==> src/rtl/udp_panel_reader.sv <==
// Panel RAM readback: streams a run of {addr,r,g,b} pixel words as one UDP packet, MSB byte first.
// One pixel per 4+READ_LATENCY+1 cycles; a stalled byte holds valid/data/meta and no new read is issued.
module udp_panel_reader #(
  parameter logic [7:0]  PORT_MSB     = 8'h66,
  parameter int unsigned MAX_PIXELS   = 256,
  parameter int unsigned READ_LATENCY = 1
) (
  input  logic        clock,
  input  logic        reset_n,
  input  logic        req_valid,
  output logic        req_ready,
  input  logic [5:0]  req_panel,
  input  logic [13:0] req_addr,
  input  logic [15:0] req_count,
  input  logic [31:0] req_ip,
  input  logic [15:0] req_port,
  output logic        busy,
  output logic        done,
  output logic [5:0]  ctrl_rd_en,
  output logic [15:0] ctrl_addr,
  input  logic [23:0] ctrl_rdat,
  output logic        udp_sink_valid,
  input  logic        udp_sink_ready,
  output logic        udp_sink_last,
  output logic [15:0] udp_sink_src_port,
  output logic [15:0] udp_sink_dst_port,
  output logic [31:0] udp_sink_ip_address,
  output logic [15:0] udp_sink_length,
  output logic [31:0] udp_sink_data,
  output logic [3:0]  udp_sink_last_be
);
  localparam logic [15:0] MAX_N    = 16'(MAX_PIXELS);
  localparam logic [2:0]  LAT_LAST = 3'(READ_LATENCY - 1);

  typedef enum logic [1:0] {IDLE, RD, WAIT, SEND} state_t;

  state_t      state_q, state_d;
  logic        started_q;
  logic [5:0]  panel_q;
  logic [13:0] addr_q;
  logic [15:0] n_q;
  logic [31:0] word_q;
  logic [1:0]  byte_q;
  logic [2:0]  lat_q;
  logic        busy_q, done_q;
  logic [15:0] src_q, port_q, len_q;
  logic [31:0] ip_q;

  logic [5:0]  panel_sel;
  logic [15:0] n_req;
  logic        accept, empty_req, beat, pixel_done, pkt_done;
  logic        unused_rdat;

  // Lowest set bit of the panel mask wins; the rest are ignored.
  assign panel_sel  = req_panel & (~req_panel + 6'd1);
  assign n_req      = (req_count > MAX_N) ? MAX_N : req_count;
  assign empty_req  = (n_req == 16'd0) || (req_panel == 6'd0);
  assign pixel_done = beat && (byte_q == 2'd3);
  assign pkt_done   = pixel_done && (n_q == 16'd1);
  assign unused_rdat = ^{ctrl_rdat[23:22], ctrl_rdat[15:14], ctrl_rdat[7:6]};

  always_comb begin
    state_d        = state_q;
    req_ready      = 1'b0;
    ctrl_rd_en     = 6'd0;
    udp_sink_valid = 1'b0;
    accept         = 1'b0;
    beat           = 1'b0;
    case (state_q)
      IDLE: begin
        req_ready = started_q;
        accept    = req_valid && started_q;
        if (accept && !empty_req) state_d = RD;
      end
      RD: begin
        ctrl_rd_en = panel_q;
        state_d    = WAIT;
      end
      WAIT: begin
        if (lat_q == LAT_LAST) state_d = SEND;
      end
      SEND: begin
        udp_sink_valid = 1'b1;
        beat           = udp_sink_ready;
        if (beat && byte_q == 2'd3) state_d = (n_q == 16'd1) ? IDLE : RD;
      end
      default: state_d = IDLE;
    endcase
  end

  always_ff @(posedge clock or negedge reset_n) begin
    if (!reset_n) begin
      state_q   <= IDLE;
      started_q <= 1'b0;
      panel_q   <= 6'd0;
      addr_q    <= 14'd0;
      n_q       <= 16'd0;
      word_q    <= 32'd0;
      byte_q    <= 2'd0;
      lat_q     <= 3'd0;
      busy_q    <= 1'b0;
      done_q    <= 1'b0;
      src_q     <= 16'd0;
      port_q    <= 16'd0;
      len_q     <= 16'd0;
      ip_q      <= 32'd0;
    end else begin
      state_q   <= state_d;
      started_q <= 1'b1;
      done_q    <= (accept && empty_req) || pkt_done;
      if (accept) begin
        panel_q <= panel_sel;
        addr_q  <= req_addr;
        n_q     <= n_req;
        ip_q    <= req_ip;
        port_q  <= req_port;
        src_q   <= {PORT_MSB, 2'b00, panel_sel};
        len_q   <= {n_req[13:0], 2'b00};
        busy_q  <= !empty_req;
      end
      if (state_q == RD) lat_q <= 3'd0;
      else if (state_q == WAIT) lat_q <= lat_q + 3'd1;
      if (state_q == WAIT && lat_q == LAT_LAST) begin
        word_q <= {addr_q, ctrl_rdat[21:16], ctrl_rdat[13:8], ctrl_rdat[5:0]};
        byte_q <= 2'd0;
      end
      // Outgoing byte is always word_q[31:24]; shift on each accepted beat.
      if (beat) begin
        byte_q <= byte_q + 2'd1;
        word_q <= {word_q[23:0], 8'h00};
      end
      if (pixel_done) begin
        n_q    <= n_q - 16'd1;
        addr_q <= addr_q + 14'd1;
      end
      if (pkt_done) busy_q <= 1'b0;
    end
  end

  assign busy                = busy_q;
  assign done                = done_q;
  assign ctrl_addr           = {2'b00, addr_q};
  assign udp_sink_last       = udp_sink_valid && (byte_q == 2'd3) && (n_q == 16'd1);
  assign udp_sink_last_be    = {3'b000, udp_sink_last};
  assign udp_sink_data       = {24'd0, word_q[31:24]};
  assign udp_sink_src_port   = src_q;
  assign udp_sink_dst_port   = port_q;
  assign udp_sink_ip_address = ip_q;
  assign udp_sink_length     = len_q;
endmodule

==> config.mk <==
export PLATFORM = sky130hd
export DESIGN_NAME = udp_panel_reader
export DESIGN_NICKNAME = d
export VERILOG_FILES = /design/src/rtl/udp_panel_reader.sv
export SDC_FILE = /design/constraint.sdc
export NUM_CORES = 1
export LEC_CHECK = 0
export ABC_AREA = 1
export BUFFER_PORTS_ARGS = -buffer_cell sky130_fd_sc_hd__buf_2
export CORE_ASPECT_RATIO = 0.8
export CORE_UTILIZATION = 45
export DETAILED_ROUTE_END_ITERATION = 10
export PLACE_DENSITY = 0.77
export SLEW_MARGIN = 15
export SYNTH_ARGS = -nofsm -noshare
export SYNTH_HDL_FRONTEND = slang
export SYNTH_SLANG_ARGS = --single-unit
export TNS_END_PERCENT = 30
==> constraint.sdc <==
create_clock -name clock -period 1.6 [get_ports clock]
set_input_delay 0.48 -clock clock [delete_from_list [all_inputs] [get_ports clock]]
set_output_delay 0.48 -clock clock [all_outputs]
set_load 0.05 [all_outputs]
==> results of run 1 <==
-- registers in the layout, indices dropped and copies added, names as in the netlist --
| signal | flops |
|---|---|
| byte_q | 2 |
| state_q | 2 |
| lat_q | 3 |
| udp_sink_src_port | 2 |
| panel_q | 5 |
| udp_sink_ip_address | 32 |
| done | 1 |
| udp_sink_length | 14 |
| started_q | 1 |
| busy | 1 |
| udp_sink_dst_port | 16 |
| addr_q | 14 |
| n_q | 16 |
| word_q | 32 |
-- cell usage in the layout, fill, tap and decap left out, types with 4 or more instances in the layout --
| master | synthesis | routed |
|---|---|---|
| buf_2 | 18 | 177 |
| dfrtp_2 | 0 | 12 |
| dfrtp_1 | 141 | 129 |
| or2_2 | 4 | 4 |
| nor2_4 | 2 | 11 |
| o21ai_0 | 11 | 4 |
| inv_4 | 1 | 4 |
| inv_2 | 1 | 7 |
| nor2_1 | 90 | 72 |
| nor2_2 | 1 | 10 |
| ha_1 | 10 | 5 |
| ha_4 | 0 | 5 |
| bufinv_16 | 0 | 5 |
| nand2_1 | 285 | 236 |
| nand3_1 | 50 | 39 |
| clkbuf_4 | 0 | 6 |
| o22ai_2 | 0 | 12 |
| nand4_1 | 7 | 7 |
| nand2_4 | 2 | 4 |
| nand2_8 | 0 | 4 |
| buf_12 | 0 | 12 |
| nand3_2 | 0 | 11 |
| a22o_1 | 10 | 10 |
| o22ai_1 | 26 | 13 |
| buf_8 | 0 | 11 |
| buf_4 | 50 | 61 |
| a21oi_1 | 9 | 8 |
| o211ai_1 | 11 | 11 |
| nand2_2 | 1 | 44 |
| o21ai_1 | 1 | 6 |
| clkbuf_16 | 0 | 25 |
| conb_1 | 2 | 38 |
| buf_6 | 2 | 22 |
| inv_1 | 60 | 47 |
-- kinds of logic after synthesis --
kind of cell	synth area share (%)
AND/OR/NAND/NOR	27.10
AO/OA/AOI/OAI	7.379
flip-flops	52.02
adder cells (fa/ha/maj)	1.845
buffers and inverters	11.16
XOR/XNOR	0.3875
other	0.1107
-- cell type report --
type,count,area [um2]
Clock buffer,18,439.2
Inverter,63,284.0
Timing Repair Buffer,301,2335
Clock inverter,14,215.2
Tap cell,184,230.2
Antenna cell,1,2.502
Sequential cell,141,3543
Multi-Input combinational cell,578,3144
Fill cell,1068,4299
-- final timing paths --
kind / start / endpoint / slack (ns)
min reg2reg: udp_sink_ip_address[28]$_DFFE_PN0P_ / udp_sink_ip_address[28]$_DFFE_PN0P_ / 0.47
min: req_ip[1] / udp_sink_ip_address[1]$_DFFE_PN0P_ / 0.24
max reg2reg: state_q[0]$_DFFE_PN0P_ / n_q[4]$_DFFE_PN0P_ / -0.21
max in group asynchronous: reset_n / state_q[0]$_DFFE_PN0P_ / 0.55
min in group asynchronous: reset_n / word_q[27]$_DFFE_PN0P_ / 0.50
max: n_q[2]$_DFFE_PN0P_ / udp_sink_last_be[0] / -0.49
-- stage by stage --
step                      setup WS (ns)  power [mW]  cells  hold slack [ns]
after floorplan                 -0.2234       12.56    860           0.1844
after global placement          -0.1781       14.94   1235           0.3864
after detailed placement        -0.1763       15.19   1235           0.3896
after CTS                       -0.4999       20.50   1282           0.2387
after global routing            -0.5434       22.97   1300           0.2467
final                           -0.4893       21.89   1300           0.2443
-- per-layer routing --
metal / GRT usage, % / vias up / wire, um
met5: 0 / - / 12
met1: 31.06 / 3150 / 8412
met2: 41.41 / 289 / 10300
li1: - / 3108 / -
met4: 9.259 / 2 / 552
met3: 6.495 / 46 / 1432
-- worst max-delay path: cells and delay by family, from the launching register on --
family	cells	cell delay [ns]
DFF	1	0.41
buffers and inverters	1	0.18
and+or+nand+nor	5	0.57
-- power by group --
part	leakage, nW	internal (mW)	switching, mW	total [mW]
Sequential	1.74	4.98	1.11	6.09
Combinational	3.33	3.94	7.46	11.4
Clock	0.317	2.81	1.59	4.40
Total	5.39	11.7	10.2	21.9
-- repair_timing --
item,CTS,global route
pin swaps,12,16
resized for setup,111,138
hold buffers,1,0
cloned,5,9
setup buffers,10,12
endpoints found under the hold margin,28,0
endpoints found under the setup margin,122,148
==> flow_metrics.py, run 1 <==
metrics = {
    "run_status": {
        "status": "finished, violations left",
        "violations": "DRC, setup timing",
    },
    "critical_path": {
        "cp-end-kind": "output pin",
        "r2r_cells": 13,
        "crit_chain": "nor2_4 > nand2_1 > nor2_1 > nand2_2 > nor2_4 > buf_6",
        "required_ns": 1.12,
        "cp.arrival_ns": 1.61,
        "critPathMaxFanout": 3,
        "crit_slowest_cell": "dfrtp_1",
        "criticalPathCategory": "reg -> out",
        "cp-start-kind": "register",
        "critPathMaxStageDelay_ns": 0.41,
        "crit_top_cell": "nor2_4",
    },
    "clocking": {
        "cts_root_buf": "clkbuf_16",
        "clk_pin_slew_ns": 0.06,
        "htree_levels": 4,
        "cts_inserted_buffers": 17,
        "clockBufferDepth": 2,
        "cts.sinks": 141,
        "cts_tree": "done",
        "clk_latency_ns": 0.43,
    },
    "die": {
        "die_w_um": 139.3,
        "start_util_pct": 46.80,
        "die_h_um": 111.8,
        "ioPinCount": 255,
        "fp-row-count": 39,
        "core-area_um2": 14490,
        "dieArea_um2": 15570,
    },
    "global_route": {
        "grt_max_degree": 44,
        "antenna_found_initial": 2,
        "grt_util_all_layers_pct": 24.82,
        "grt_pass1_vias": 6053,
        "grt_pass1_wl_um": 29900,
        "overflow": 0,
    },
    "layout": {
        "drive_gt1_share_pct": 42.24,
        "fin_nets": 1224,
        "final_util_pct": 70.34,
        "synthToLayoutAreaGrowth_pct": 50.29,
        "fin_area_um2": 10190,
    },
    "placed_design": {
        "io_buffers": 211,
        "gp_congestion": 0.8836,
        "placed_area_um2": 8275,
        "hpwl_um": 13140,
    },
    "worst_hold_path": {
        "hold_depth": 3,
        "min_path_type": "in -> reg",
    },
    "timing": {
        "finClkSkew_ns": 0.008863,
        "rsz0062_at_grt": "yes",
        "finalSetupViolCount": 104,
        "hold_viol_final": 0,
        "period_minus_slack_ns": 2.089,
        "slew_violations": 0,
        "fin_setup_tns_ns": -15.93,
        "timing.final.ws_setup_ns": -0.4893,
        "max_freq_mhz": 478.6,
        "finalCritPeriodShare_pct": 130.6,
    },
    "detailed_routing": {
        "routed_wl_um": 20710,
        "drc": 11,
        "vias": 6595,
        "via_per_inst": 5.073,
        "dr.pass1.iters": 9,
        "ant_nets": 0,
        "drt_iter0_drc": 424,
        "wl_per_cell_um": 15.93,
    },
    "synthesis": {
        "synthTopCellsByArea": "dfrtp_1 52%, nand2_1 16%, buf_4 5.5%",
        "synth_top_cell_area_share_pct": 52.02,
        "synth_edf_count": 0,
        "syn_area_um2": 6783,
        "synth-main-ff-cell": "dfrtp_1",
        "synth.distinct_cells": 39,
        "synth_area_per_cell_um2": 8.231,
        "async_reset_ff_share_pct": 100.0,
        "ys.warnings.count": 0,
        "synth_cells": 824,
        "synth_commonest_cells": "285 x nand2_1, 141 x dfrtp_1, 90 x nor2_1",
        "synth.most_common_cell": "nand2_1",
        "yosysTopAreaCell": "dfrtp_1",
        "yosys_register_bits": 141,
        "yosysSeqAreaShare_pct": 52.02,
    },
    "run": {
        "drv_cap": 0,
    },
    "power_and_ir_drop": {
        "p_leak_nw": 5.386,
        "cellPowerDensity_nw_per_um2": 2147,
        "ir_drop_uv": 1594,
    },
}
(Power assumes the default switching activity.)
==> run 2, diff against run 1 <==
CAP_MARGIN = 0   (was unset)
CORE_UTILIZATION = 50   (was 45)
PLACE_DENSITY = 0.81   (was 0.77)
SLEW_MARGIN = unset   (was 15)
clock period = 2.3 ns   (was 1.6 ns; I/O delays follow)
==> run 2 against run 1 <==
The flow now finishes without violations. Wire length down 17%. Via count down 8.0%. First-iteration DRC count unchanged. Worst setup slack better by 0.49 ns.
==> flow_metrics.py, run 2 (same netlist as run 1, synthesis figures left out) <==
metrics = {
    "clocking": {
        "cts_inserted_buffers": 17,
        "cts.sinks": 141,
        "cts_root_buf": "clkbuf_16",
        "clockBufferDepth": 2,
        "clk_latency_ns": 0.42,
        "htree_levels": 4,
        "cts_tree": "done",
        "clk_pin_slew_ns": 0.07,
    },
    "run": {
        "drv_cap": 0,
    },
    "layout": {
        "final_util_pct": 66.29,
        "n_fill_cell": 1129,
        "fin_nets": 1163,
        "layout_commonest_cell": "nand2_1",
        "synthToLayoutAreaGrowth_pct": 27.60,
        "drive_gt1_share_pct": 28.75,
        "fin_area_um2": 8655,
        "final_cell_mix": "283 x nand2_1, 202 x buf_2, 140 x dfrtp_1",
        "diodes": 0,
    },
    "critical_path": {
        "crit_family": "simple AND/OR/NAND/NOR gates",
        "crit_top_cell": "nor2_4",
        "cp.arrival_ns": 1.61,
        "cp-start-kind": "register",
        "crit_slowest_cell": "dfrtp_1",
        "cp-end-kind": "output pin",
        "critPathMaxFanout": 3,
        "criticalPathCategory": "reg -> out",
        "crit_buf_inv": 1,
        "required_ns": 1.61,
        "crit_chain": "nor2_4 > nand2_1 > nor2_2 > nand2_2 > nor2_4 > buf_8",
        "critPathMaxStageDelay_ns": 0.41,
    },
    "timing": {
        "period_minus_slack_ns": 2.296,
        "max_slew_margin_pct": 59.55,
        "hold_viol_final": 0,
        "finClkSkew_ns": 0.01802,
        "finalCritPeriodShare_pct": 99.83,
        "slew_violations": 0,
        "worstMarginPinSlew_ns": 0.6061,
        "rsz0062_at_grt": "yes",
        "max_freq_mhz": 435.5,
        "finalSetupViolCount": 0,
    },
    "global_route": {
        "grt_util_all_layers_pct": 25.59,
        "grt_pass1_vias": 5683,
        "grt_pass1_wl_um": 27970,
        "antenna_found_initial": 0,
        "overflow": 0,
        "grt_max_degree": 70,
    },
    "detailed_routing": {
        "dr.pass1.iters": 5,
        "drt_iter0_drc": 424,
        "ant_nets": 0,
        "via_per_inst": 4.937,
        "vias": 6068,
        "routed_wl_um": 17250,
        "drc": 0,
        "wl_per_cell_um": 14.04,
    },
    "power_and_ir_drop": {
        "power.switching_mw": 6.481,
        "p_clk_share_pct": 20.3,
        "sequentialPowerShare_pct": 31.7,
        "cellPowerDensity_nw_per_um2": 1510,
        "ir_drop_uv": 893.1,
        "power_mw": 13.07,
        "comb_power_share_pct": 48.0,
        "p_leak_nw": 4.790,
        "p_sw_share_pct": 49.59,
        "intPower_mw": 6.587,
    },
    "placed_design": {
        "placed_area_um2": 7851,
        "gp_congestion": 0.8854,
        "hpwl_um": 11890,
        "io_buffers": 211,
    },
    "die": {
        "die_w_um": 132.2,
        "start_util_pct": 51.96,
        "ioPinCount": 255,
        "die_h_um": 106.2,
        "core-area_um2": 13060,
        "fp-row-count": 37,
        "dieArea_um2": 14040,
    },
    "worst_hold_path": {
        "min_path_type": "in -> async",
    },
    "run_status": {
        "status": "complete, no violations",
    },
}
==> run 2: changes by cell type in the layout (fill, tap and decap cells not counted), sizes merged <==
cell	before	now
clkinv	7	3
bufinv	5	0
dlygate4sd3	1	0
clkbuf	32	18
diode	1	0
buf	286	239
inv	63	73
==> run 2: power by group through the flow <==
stage,Combinational [mW],Clock [mW],Sequential [mW]
final,6.27,2.65,4.14
after global placement,5.80,0,4.12
after detailed placement,5.94,0,4.13
after floorplan,2.78,0,5.93
after global routing,6.78,2.83,4.27
after CTS,6.19,2.70,4.12
==> run 2: per-layer routing <==
metal / routed length [um] / up-vias / track usage [%]
met5: 0 / - / 0
met4: 285 / 0 / 7.800
met3: 1195 / 26 / 6.295
met2: 8142 / 247 / 40.14
met1: 7629 / 2821 / 35.23
li1: - / 2974 / -
==> run 2: what timing repair did <==
action                     in CTS  in global routing
buffers inserted               15                  2
gates resized for setup        21                 12
setup endpoints to repair       8                 16
hold buffers                    0                  0
pin swaps                       9                  2
cloned                          0                  0
==> run 2: final timing paths <==
kind	startpoint	endpoint	slack (ns)	cells after the start
max	n_q[3]$_DFFE_PN0P_	udp_sink_last_be[0]	0.004	6
min	reset_n	addr_q[7]$_DFFE_PN0P_	0.16	1
max reg2reg	n_q[1]$_DFFE_PN0P_	n_q[10]$_DFFE_PN0P_	0.02	16
min reg2reg	udp_sink_length[13]$_DFFE_PN0P_	udp_sink_length[13]$_DFFE_PN0P_	0.46	2
max in group asynchronous	reset_n	started_q$_DFF_PN0_	1.51	2
min in group clock	req_ip[7]	udp_sink_ip_address[7]$_DFFE_PN0P_	0.46	3
==> run 2: metrics by stage <==
stage | setup TNS, ns | instances | worst slack (ns) | hold slack [ns]
after floorplan | 0 | 860 | 0.06981 | 0.3944
after global placement | 0 | 1180 | 0.2822 | 0.4446
after detailed placement | 0 | 1180 | 0.2700 | 0.4489
after CTS | -0.03062 | 1227 | -0.01543 | 0.1586
after global routing | -0.2897 | 1229 | -0.08568 | 0.1647
final | 0 | 1229 | 0.003915 | 0.1579
==> run 2: final cells by class <==
type	count	area (um2)	area share, %
sequential	141	3530	40.78
tap	175	219.0	2.530
inverter	63	239.0	2.761
clock inverter	15	141.4	1.634
timing repair buffer	240	1378	15.92
clock buffer	17	425.4	4.915
multi-input combinational	578	2723	31.46
==> run 2: worst reg2reg max path: cells and delay by family (launching register included) <==
family | cells | cell delay [ns]
AOI/OAI and AO/OA | 1 | 0.15
buffers and inverters | 9 | 1.03
and+or+nand+nor | 5 | 0.43
DFF | 1 | 0.34
adders and majority gates | 1 | 0.21
==> run 3, diff against run 2 <==
BUFFER_PORTS_ARGS = unset   (was -buffer_cell sky130_fd_sc_hd__buf_2)
CORE_UTILIZATION = 28   (was 50)
DONT_BUFFER_PORTS = 1   (was unset)
PLACE_DENSITY = unset   (was 0.81)
==> run 3 against run 2 <==
The run now ends with DRC, hold timing, setup timing left. Via count decreased by 14%. Global-route usage decreased by 11 points. Combinational power decreased by 42%. Worst setup slack got worse by 0.0082 ns. First-iteration DRC count increased by 1.7%. Wire length increased by 4.1%. Critical endpoint unchanged.
==> flow_metrics.py, run 3 (same netlist as run 1, synthesis figures left out) <==
metrics = {
    "critical_path": {
        "critPathMaxFanout": 3,
        "cp-end-kind": "output pin",
        "required_ns": 1.61,
        "crit_family": "simple AND/OR/NAND/NOR gates",
        "crit_cells": 6,
        "crit_path_start": "n_q[6]$_DFFE_PN0P_",
        "cp-start-kind": "register",
        "crit_chain": "nor2_2 > nand2_2 > nor2_2 > nand2_2 > nor2_4 > buf_12",
        "reg2reg_from": "state_q[1]$_DFFE_PN0P_",
        "crit_slowest_cell": "dfrtp_1",
        "r2r_cells": 10,
        "cp.arrival_ns": 1.61,
        "criticalPathCategory": "reg -> out",
        "critPathMaxStageDelay_ns": 0.41,
        "crit_buf_inv": 1,
    },
    "global_route": {
        "grt_pass1_vias": 5054,
        "antenna_found_initial": 0,
        "grt_pass1_wl_um": 27950,
        "grt_max_degree": 142,
        "grt_util_all_layers_pct": 14.66,
        "overflow": 0,
    },
    "layout": {
        "layout.cells.non_filler": 1165,
        "synthToLayoutAreaGrowth_pct": 15.35,
        "n_fill_cell": 2425,
        "layout_commonest_cell": "nand2_1",
        "fin_nets": 962,
        "final_util_pct": 33.17,
        "diodes": 0,
        "regArea_um2": 3532,
        "final_cell_mix": "282 x nand2_1, 138 x dfrtp_1, 82 x nor2_1",
        "multiInputGateArea_um2": 2703,
        "drive_gt1_share_pct": 12.54,
    },
    "power_and_ir_drop": {
        "p_clk_share_pct": 22.8,
        "ir_drop_uv": 647.2,
        "intPower_mw": 6.302,
        "power_mw": 12.54,
        "comb_power_share_pct": 28.9,
        "sequentialPowerShare_pct": 48.2,
        "power.switching_mw": 6.242,
        "cellPowerDensity_nw_per_um2": 1603,
        "p_sw_share_pct": 49.76,
        "p_leak_nw": 3.897,
    },
    "placed_design": {
        "dp.cells": 1126,
        "gp_congestion": 0.8576,
        "hpwl_um": 12940,
        "io_buffers": 0,
    },
    "timing": {
        "hold_viol_final": 18,
        "worstMarginPinSlew_ns": 0.6485,
        "period_minus_slack_ns": 2.304,
        "finalSetupViolCount": 2,
        "max_freq_mhz": 434.0,
        "finClkSkew_ns": 0.01247,
        "hold_ws_ns": -0.03364,
        "max_slew_margin_pct": 56.72,
        "rsz0062_at_grt": "yes",
        "finalCritPeriodShare_pct": 100.2,
        "slew_violations": 0,
        "timing.final.ws_setup_ns": -0.004325,
    },
    "run": {
        "drv_cap": 0,
    },
    "clocking": {
        "cts_inserted_buffers": 17,
        "htree_levels": 4,
        "clockBufferDepth": 2,
        "cts_root_buf": "clkbuf_16",
        "cts_tree": "done",
        "cts.sinks": 141,
        "clk_pin_slew_ns": 0.07,
        "clk_latency_ns": 0.42,
    },
    "die": {
        "die_w_um": 176.0,
        "start_util_pct": 28.76,
        "ioPinCount": 255,
        "fp-row-count": 50,
        "dieArea_um2": 24850,
        "core-area_um2": 23590,
        "die_h_um": 141.2,
    },
    "run_status": {
        "status": "finished, violations left",
        "violations": "DRC, hold timing, setup timing",
    },
    "detailed_routing": {
        "routed_wl_um": 17960,
        "drc": 2,
        "via_per_inst": 4.485,
        "dr.pass1.iters": 7,
        "vias": 5225,
        "drt_iter0_drc": 431,
        "wl_per_cell_um": 15.42,
        "ant_nets": 0,
    },
    "worst_hold_path": {
        "min_path_type": "in -> async",
    },
}
-- run 3: cell types whose count changed in the layout (fill, tap and decap cells not counted), moves of 3 or more --
cell,previous run,this run
nor2_1,79,82
buf_2,202,0
clkinvlp_4,2,8
buf_4,29,36
inv_1,59,53
-- run 3: routing by layer --
layer / vias to the layer above / routed length, um / global-route usage [%]
li1: 2562 / - / -
met1: 2420 / 7872 / 18.98
met2: 227 / 7914 / 21.97
met3: 16 / 1893 / 6.311
met4: 0 / 278 / 4.531
met5: - / 0 / 0
-- run 3: final timing paths --
path | slack [ns] | endpoint
worst min register to register | 0.49 | n_q[14]$_DFFE_PN0P_
worst max register to register | 0.32 | n_q[4]$_DFFE_PN0P_
min in group clock | 0.38 | udp_sink_dst_port[8]$_DFFE_PN0P_
max in group asynchronous | 1.98 | state_q[0]$_DFFE_PN0P_
worst max-delay path | -0.004 | udp_sink_last_be[0]
worst min-delay path | -0.03 | addr_q[9]$_DFFE_PN0P_
-- run 3: power by group through the flow --
stage	clock network, mW	registers (mW)	logic, mW
after floorplan	0	5.93	2.78
after global placement	0	6.06	3.43
after detailed placement	0	6.05	3.52
after CTS	2.94	6.03	3.55
after global routing	3.06	6.18	4.09
final	2.87	6.05	3.63
-- run 3: what timing repair did --
| action | 4_1_cts | 5_1_grt |
|---|---|---|
| gates resized for setup | 12 | 12 |
| endpoints found under the hold margin | 141 | 141 |
| buffers inserted | 0 | 7 |
| endpoints found under the setup margin | 8 | 3 |
| pin swaps | 2 | 7 |
-- run 3: area by class of cell --
type                       count  share of cell area (%)
tap                          312                   4.990
multi-input combinational    578                   34.54
inverter                      63                   3.342
sequential                   141                   45.15
clock buffer                  18                   5.485
timing repair buffer          39                   4.222
clock inverter                14                   2.271
-- run 3: stage by stage --
step | worst slack (ns) | area [um2] | hold WS [ns] | setup TNS (ns)
after detailed placement | 0.3208 | 7087 | 0.3989 | 0
final | -0.004325 | 7824 | -0.03364 | -0.008586
after floorplan | 0.06981 | 6928 | 0.3944 | 0
after global routing | -0.1017 | 7824 | -0.05921 | -0.2033
after CTS | -0.01624 | 7735 | -0.05184 | -0.04153
after global placement | 0.3426 | 7087 | 0.3995 | 0
